--- src/rtl/noc_vc_link_arbiter.sv ---
// rtl/noc_vc_link_arbiter.sv - round-robin flit arbiter for a shared VC NoC link with per-VC wormhole locks
module noc_vc_link_arbiter #(
  parameter int NumberOfRequesters      = 4,
  parameter int NumberOfVirtualChannels = 2,
  parameter int FlitWidth               = 64,
  localparam int VcW  = (NumberOfVirtualChannels > 1) ? $clog2(NumberOfVirtualChannels) : 1,
  localparam int ReqW = (NumberOfRequesters > 1) ? $clog2(NumberOfRequesters) : 1
) (
  input  logic                                    clk,
  input  logic                                    rst_n,
  input  logic [NumberOfRequesters-1:0]           req_valid,
  output logic [NumberOfRequesters-1:0]           req_ready,
  input  logic [NumberOfRequesters*FlitWidth-1:0] req_flit,
  input  logic [NumberOfRequesters*VcW-1:0]       req_vc,
  input  logic [NumberOfRequesters-1:0]           req_tail,
  input  logic [NumberOfVirtualChannels-1:0]      avail,
  output logic                                    valid,
  output logic [VcW-1:0]                          vc,
  output logic [FlitWidth-1:0]                    flit
);

  logic [ReqW-1:0]                    rr_ptr;
  logic [NumberOfVirtualChannels-1:0] vc_locked;
  logic [ReqW-1:0]                    vc_owner [NumberOfVirtualChannels];

  logic [NumberOfRequesters-1:0] elig;
  logic [NumberOfRequesters-1:0] gnt;
  logic                          found;
  logic [ReqW-1:0]               win;
  logic [ReqW:0]                 sum;
  logic [VcW-1:0]                win_vc;
  logic [FlitWidth-1:0]          win_flit;
  logic                          win_tail;

  // An out-of-range VC index matches no v below, so such a requester is never eligible.
  always_comb begin
    elig = '0;
    for (int i = 0; i < NumberOfRequesters; i++) begin
      for (int v = 0; v < NumberOfVirtualChannels; v++) begin
        if (req_valid[i] && (req_vc[i*VcW +: VcW] == VcW'(v)) && avail[v] &&
            (!vc_locked[v] || (vc_owner[v] == ReqW'(i)))) begin
          elig[i] = 1'b1;
        end
      end
    end
  end

  // Search upward from rr_ptr with wrap-around; first eligible requester wins.
  always_comb begin
    gnt   = '0;
    found = 1'b0;
    win   = '0;
    sum   = '0;
    for (int k = 0; k < NumberOfRequesters; k++) begin
      sum = {1'b0, rr_ptr} + (ReqW+1)'(k);
      if (sum >= (ReqW+1)'(NumberOfRequesters)) begin
        sum = sum - (ReqW+1)'(NumberOfRequesters);
      end
      if (!found && elig[sum[ReqW-1:0]]) begin
        found = 1'b1;
        win   = sum[ReqW-1:0];
      end
    end
    if (found) begin
      gnt[win] = 1'b1;
    end
  end

  always_comb begin
    win_vc   = '0;
    win_flit = '0;
    win_tail = 1'b0;
    for (int i = 0; i < NumberOfRequesters; i++) begin
      if (gnt[i]) begin
        win_vc   = req_vc[i*VcW +: VcW];
        win_flit = req_flit[i*FlitWidth +: FlitWidth];
        win_tail = req_tail[i];
      end
    end
  end

  assign req_ready = rst_n ? gnt : '0;

  always_ff @(posedge clk or negedge rst_n) begin
    if (!rst_n) begin
      valid     <= 1'b0;
      vc        <= '0;
      flit      <= '0;
      rr_ptr    <= '0;
      vc_locked <= '0;
      for (int v = 0; v < NumberOfVirtualChannels; v++) begin
        vc_owner[v] <= '0;
      end
    end else begin
      valid <= found;
      if (found) begin
        vc     <= win_vc;
        flit   <= win_flit;
        rr_ptr <= (win == ReqW'(NumberOfRequesters - 1)) ? '0 : win + ReqW'(1);
        // Head/body flits lock the VC to the winner; a tail flit releases it.
        for (int v = 0; v < NumberOfVirtualChannels; v++) begin
          if (win_vc == VcW'(v)) begin
            vc_locked[v] <= !win_tail;
            vc_owner[v]  <= win;
          end
        end
      end
    end
  end

endmodule

--- config.mk ---
export PLATFORM = sky130hd
export DESIGN_NAME = noc_vc_link_arbiter
export DESIGN_NICKNAME = d
export VERILOG_FILES = /design/src/rtl/noc_vc_link_arbiter.sv
export SDC_FILE = /design/constraint.sdc
export NUM_CORES = 1
export LEC_CHECK = 0
export CAP_MARGIN = 20
export CORE_AREA = 2 2 132 134
export DETAILED_ROUTE_END_ITERATION = 6
export DIE_AREA = 0 0 134 136
export DONT_BUFFER_PORTS = 1
export HOLD_SLACK_MARGIN = 0.12
export PLACE_DENSITY_LB_ADDON = 0.25
export SLEW_MARGIN = 20
export SYNTH_ARGS = -nofsm -noshare
export SYNTH_HDL_FRONTEND = slang
export SYNTH_SLANG_ARGS = --single-unit
--- constraint.sdc ---
create_clock -name clk -period 7.9 [get_ports clk]
set_input_delay 1.975 -clock clk [delete_from_list [all_inputs] [get_ports clk]]
set_output_delay 1.975 -clock clk [all_outputs]
set_load 0.05 [all_outputs]
==> results of run 1 <==
through the flow:
step	util, %	worst slack (ns)
after floorplan	-	1.57
after global placement	31.0	1.71
after detailed placement	31.0	1.68
after CTS	32.7	1.68
after global routing	32.7	1.56
final	32.7	1.72
where the power goes:
part           switching (mW)  leakage, nW  internal, mW  total (mW)
clock network           0.153        0.138         0.239       0.393
registers               0.790        0.859         0.571        1.36
logic                   0.814         1.14         0.502        1.32
layout make-up:
class                   instances  area [um2]
clock inverters                 4        45.0
inverters                       8        30.0
flip-flops and latches         74        1850
clock buffers                  10         229
repair buffers                  6        48.8
fillers                      1851       11400
multi-input cells             579        3030
well taps                     225         282
how the worst min path moves through the flow:
| stage | to | slack [ns] | cells past startpoint |
|---|---|---|---|
| 6_report | vc_owner[0] | 0.58 | 1 |
| 4_1_cts | vc_owner[2] | 0.59 | 1 |
| 3_3_place_gp | vc_owner[0] | 0.58 | 1 |
| 5_1_grt | vc_owner[0] | 0.61 | 1 |
| 2_1_floorplan | vc_owner[0] | 0.53 | 1 |
| 3_5_place_dp | vc_owner[2] | 0.57 | 1 |
layer usage:
metal | vias up | share of wire (%) | GRT usage, %
met1 | 2226 | 42 | 23.0
met3 | 25 | 8.9 | 6.90
met4 | 0 | 2.0 | 6.86
met5 | - | 0 | 0
met2 | 215 | 47 | 28.1
li1 | 2419 | - | -
sequential cells by signal, indices dropped and copies added, names as in the netlist:
name	count
flit	64
vc_owner	4
vc_locked	2
vc	1
valid	1
rr_ptr	2
logic make-up after synthesis:
group | after synthesis | share of synthesized area (%)
multiplexers | 5 | 1.23
buffers and inverters | 74 | 6.92
AND/OR/NAND/NOR | 283 | 26.1
adder cells (fa/ha/maj) | 4 | 0.964
flip-flops | 74 | 35.7
AO/OA/AOI/OAI | 287 | 29.2
placed cells by master (no fill, tap or decap), types with 3 or more instances in the layout:
cell	synthesis	final
clkbuf_16	0	9
clkinv_2	0	3
dfrtp_1	74	74
o21ai_1	4	4
nand2_1	72	72
and3_1	6	6
inv_1	8	8
mux2_2	3	3
o21ai_0	3	3
ha_4	0	3
nand3b_1	67	67
a21oi_1	264	264
nor2_1	131	131
buf_4	9	5
Yosys cell counts:
cell type,instances
o211ai_1,2
a22o_1,1
nor2b_1,1
o21bai_1,1
and2_4,1
ha_1,4
nand4_2,1
nand2b_1,2
buf_6,3
mux2_4,2
o21ai_0,3
a21boi_2,1
buf_4,9
nand3b_1,67
and3_1,6
buf_1,9
a32o_2,1
mux2_2,3
dfrtp_1,74
nor2_1,131
a21o_1,1
nand3_1,2
o22a_1,1
a21boi_0,2
a21oi_2,2
clkbuf_1,25
inv_1,8
buf_2,20
a221oi_2,1
nand2_1,72
a41oi_2,2
o21ai_1,4
a22oi_1,1
a21oi_1,264
==> impl_metrics.py, run 1 <==
metrics = {
    "critical_path": {
        "cp.depth": 7,
        "r2r-end": "flit[6]",
        "rr_worst_depth": 12,
        "reg2reg_from": "vc_owner[3]",
        "critPathTopFamily": "compound AO/OA/AOI/OAI gates",
        "cp-end-kind": "primary output",
        "r2r_slack_ns": 4.20,
        "crit_buf_inv": 0,
        "max_stage_delay_ns": 0.59,
        "cp_slowest_cell": "and3_1",
        "crit_arrival_ns": 4.21,
        "cp-start-kind": "input port",
        "crit_chain": "and3_1 > a32o_2 > a221oi_2 > o21bai_1 > a21oi_2 > ha_4 > and3_1",
        "path_max_fanout": 43,
        "crit_type": "in2out",
        "startpoint": "avail[1]",
        "worst_setup_path_endpoint": "req_ready[2]",
        "cp.required_ns": 5.93,
        "crit_top_cell": "and3_1",
    },
    "yosys": {
        "syn_avg_cell_area_um2": 7.14,
        "yosys_warnings": 0,
        "synth_cells": 727,
        "synth_seq_cells": 74,
        "yosysTopAreaCell": "dfrtp_1",
        "synthesis.nets": 1003,
        "synthTopCellsByArea": "dfrtp_1 (36%), a21oi_1 (25%), nand3b_1 (9.7%)",
        "yosysSeqAreaShare_pct": 35.7,
        "yosysTopAreaCellShare_pct": 35.7,
        "synth_area_mm2": 0.00519,
        "synth_cell_type_count": 34,
    },
    "grt": {
        "grt_max_degree": 133,
        "grt_pass1_wl_mm": 25.4,
        "gr-total-overflow": 0,
        "grt_use_total_pct": 18.2,
        "grt_pass1_vias": 4490,
        "grt_antenna_before_repair": 0,
    },
    "die": {
        "die_area_mm2": 0.0182,
        "rows": 48,
        "core_mm2": 0.0169,
        "pin_count": 342,
        "start_util_pct": 30.8,
        "die_w_um": 134,
        "die_y_um": 136,
    },
    "clock_tree": {
        "hold_buffers": 0,
        "clk_latency_ns": 0.34,
        "h-tree-depth": 3,
        "post_cts_buffers": 0,
        "root_buffer": "clkbuf_16",
        "cts_buffers": 9,
        "cts.path.max_buffers": 2,
        "clkTransAtPathRegs_ns": 0.06,
        "cts_tree": "yes",
        "cts_resized": 0,
        "cts.sinks": 74,
    },
    "pwr": {
        "power.total_mw": 3.07,
        "power_density_mw_per_mm2": 557,
        "p_leak_nw": 2.13,
        "ir_drop_uv": 200,
    },
    "detailed_routing": {
        "first_pass_iters": 5,
        "routed_via_density": 5.39,
        "wl_mm": 17.3,
        "drc": 0,
        "routedWlPerCell_um": 19.1,
        "first_iter_violations": 324,
        "vias": 4885,
        "final_antenna_net_count": 0,
    },
    "status": {
        "outcome": "finished, final reports clean",
    },
    "cells_and_area": {
        "drive_gt1_share_pct": 5.43,
        "antenna_cells": 0,
        "instances_no_fill": 906,
        "fin_nets": 954,
        "fin_area_mm2": 0.00552,
        "areaGrowthSynthToFinish_pct": 6.24,
    },
    "timing": {
        "finalSetupTns_ns": 0,
        "maxSlewHeadroom_pct": 38.7,
        "tightest_slew_ns": 0.919,
        "rsz0062_at_grt": "false",
        "fin_skew_ns": 0.00515,
        "setup_viol": 0,
        "min_period_ns": 6.18,
        "hold_ws_ns": 0.584,
        "hold_violations": 0,
        "slew_viol_final": 0,
        "min_period_over_period_pct": 78.3,
        "timing.fmax_mhz": 162,
    },
    "placed_design": {
        "placedInstanceArea_mm2": 0.00524,
        "hpwl_mm": 12.4,
        "post-place-cells": 892,
        "port_buffers": 0,
        "finalWeightedCongestion": 0.855,
    },
    "hold_path": {
        "hold_path_class": "reg2reg",
        "worstHoldStart": "vc_owner[0]",
    },
    "flow_run": {
        "cap_viol_max_count": 0,
    },
}
Note: power is estimated with default switching activity, not from simulation.
==> run 2, diff against run 1 <==
--- a/config.mk
+++ b/config.mk
@@ -6,9 +6,9 @@
 export NUM_CORES = 1
 export LEC_CHECK = 0
 export CAP_MARGIN = 20
-export CORE_AREA = 2 2 132 134
+export CORE_AREA = 2 2 134 136
 export DETAILED_ROUTE_END_ITERATION = 6
-export DIE_AREA = 0 0 134 136
+export DIE_AREA = 0 0 136 138
 export DONT_BUFFER_PORTS = 1
 export HOLD_SLACK_MARGIN = 0.12
 export PLACE_DENSITY_LB_ADDON = 0.25
==> constraint.sdc (replaced) <==
create_clock -name clk -period 5.64 [get_ports clk]
set_input_delay 1.41 -clock clk [delete_from_list [all_inputs] [get_ports clk]]
set_output_delay 1.41 -clock clk [all_outputs]
set_load 0.05 [all_outputs]
==> run 2 against run 1 <==
  * Cell area increased by 2.6%
  * Critical path type unchanged
  * Clock-buffer cell count increased by 2
  * Clock skew increased by 0.0012 ns
  * Clock power increased by 90%
  * Setup slack got worse by 0.83 ns
  * First-iteration DRC count increased by 27%
  * Highest routed layer unchanged
  * Via count increased by 1.7%
  * Largest cell class unchanged
==> impl_metrics.py, run 2 (synthesis gave the netlist of run 1 again) <==
metrics = {
    "critical_path": {
        "crit_type": "in2out",
        "startpoint": "avail[1]",
        "cp-end-kind": "primary output",
        "rr_worst_depth": 13,
        "cp.required_ns": 4.23,
        "crit_arrival_ns": 3.34,
        "path_max_fanout": 5,
        "reg2reg_from": "vc_owner[3]",
        "cp-start-kind": "input port",
    },
    "timing": {
        "slew_viol_final": 0,
        "rsz0062_at_grt": "false",
        "finalSetupTns_ns": 0,
        "hold_ws_ns": 0.600,
        "min_period_ns": 4.75,
        "setup_viol": 0,
        "tightest_slew_ns": 0.956,
        "maxSlewHeadroom_pct": 36.3,
        "timing.fmax_mhz": 210,
        "min_period_over_period_pct": 84.3,
        "fin_skew_ns": 0.00633,
        "worst_slack_ns": 0.888,
        "hold_violations": 0,
    },
    "clock_tree": {
        "post_cts_buffers": 0,
        "cts_buffers": 9,
        "cts.sinks": 74,
        "cts.path.max_buffers": 2,
        "hold_buffers": 0,
        "cts_resized": 0,
        "h-tree-depth": 3,
        "clk_latency_ns": 0.34,
        "cts_tree": "yes",
        "clkTransAtPathRegs_ns": 0.06,
        "root_buffer": "clkbuf_16",
    },
    "hold_path": {
        "hold_path_class": "reg2reg",
        "worstHoldStart": "vc_owner[2]",
        "min_path_cells": 1,
    },
    "die": {
        "start_util_pct": 29.6,
        "core_mm2": 0.0175,
        "die_w_um": 136,
        "die_area_mm2": 0.0188,
        "die_y_um": 138,
        "rows": 49,
        "pin_count": 342,
    },
    "pwr": {
        "p_leak_nw": 2.20,
        "ir_drop_uv": 306,
        "power_density_mw_per_mm2": 799,
    },
    "cells_and_area": {
        "largest_reg_flops": 64,
        "areaGrowthSynthToFinish_pct": 8.97,
        "final_common_cell": "a21oi_1",
        "fin_util_pct": 32.3,
        "top_regs": "flit: 64 flops, vc_owner: 4 flops",
        "top_register": "flit",
        "antenna_cells": 0,
        "drive_gt1_share_pct": 6.13,
        "fin_area_mm2": 0.00566,
        "mostFrequentLayoutCells": "a21oi_1 (264), nor2_1 (131), dfrtp_1 (74)",
        "fin_nets": 956,
    },
    "detailed_routing": {
        "first_pass_iters": 5,
        "routedWlPerCell_um": 19.4,
        "wl_mm": 17.7,
        "vias": 4968,
        "final_antenna_net_count": 0,
        "routed_via_density": 5.44,
        "drc": 0,
        "first_iter_violations": 411,
    },
    "grt": {
        "grt_use_total_pct": 18.3,
        "grt_antenna_before_repair": 0,
        "grt_pass1_wl_mm": 26.2,
        "grt_pass1_vias": 4560,
        "grt_max_degree": 133,
        "gr-total-overflow": 0,
    },
    "placed_design": {
        "hpwl_mm": 12.9,
        "placedInstanceArea_mm2": 0.00527,
        "finalWeightedCongestion": 0.844,
        "dpl_worst_slack_ns": 0.876,
        "port_buffers": 0,
    },
    "flow_run": {
        "cap_viol_max_count": 0,
    },
    "status": {
        "outcome": "finished, final reports clean",
    },
}
-- run 2: cell count changes in the layout (fill, tap and decap cells not counted) --
cell,before,now
buf_6,1,0
buf_4,5,7
clkbuf_1,1,0
bufinv_16,1,4
clkinv_2,3,0
clkbuf_8,0,3
buf_12,0,1
-- run 2: worst paths after layout --
kind                                end  slack [ns]
max                        req_ready[1]        0.89
min                         vc_owner[2]        0.60
max reg2reg                vc_locked[1]        1.90
min reg2reg                 vc_owner[2]        0.60
max in group asynchronous      flit[58]        4.74
min in group asynchronous      flit[17]        0.76
-- run 2: power by group --
group,internal (mW),switching (mW)
clock,0.514,0.232
combinational,0.707,1.16
sequential,0.800,1.11
-- run 2: final cells by class --
class	instances	area, um2
inverter	8	30.0
multi-input combinational	579	3030
clock inverter	4	120
timing repair buffer	8	72.6
clock buffer	12	267
tap	229	287
sequential	74	1850
fill	1975	11900
-- run 2: routing by layer --
metal	GRT usage, %	part of all wire (%)	vias up
met5	0	0	-
met4	6.09	2.1	0
met3	6.09	8.3	38
met2	28.2	47	219
met1	24.0	43	2284
li1	-	-	2427
-- run 2: metrics by stage --
| stage | total power, mW | cells |
|---|---|---|
| floorplan | 3.39 | 727 |
| global placement | 3.79 | 898 |
| detailed placement | 3.81 | 898 |
| CTS | 4.57 | 914 |
| global route | 4.87 | 914 |
| finish | 4.52 | 914 |
-- run 2: critical path, stage by stage --
cell and delay, ns:
and3_1 0.16, a32o_2 0.27, a221oi_2 0.27, o21bai_1 0.11, a21oi_2 0.41, inv_1 0.17, ha_4 0.20, and3_1 0.34
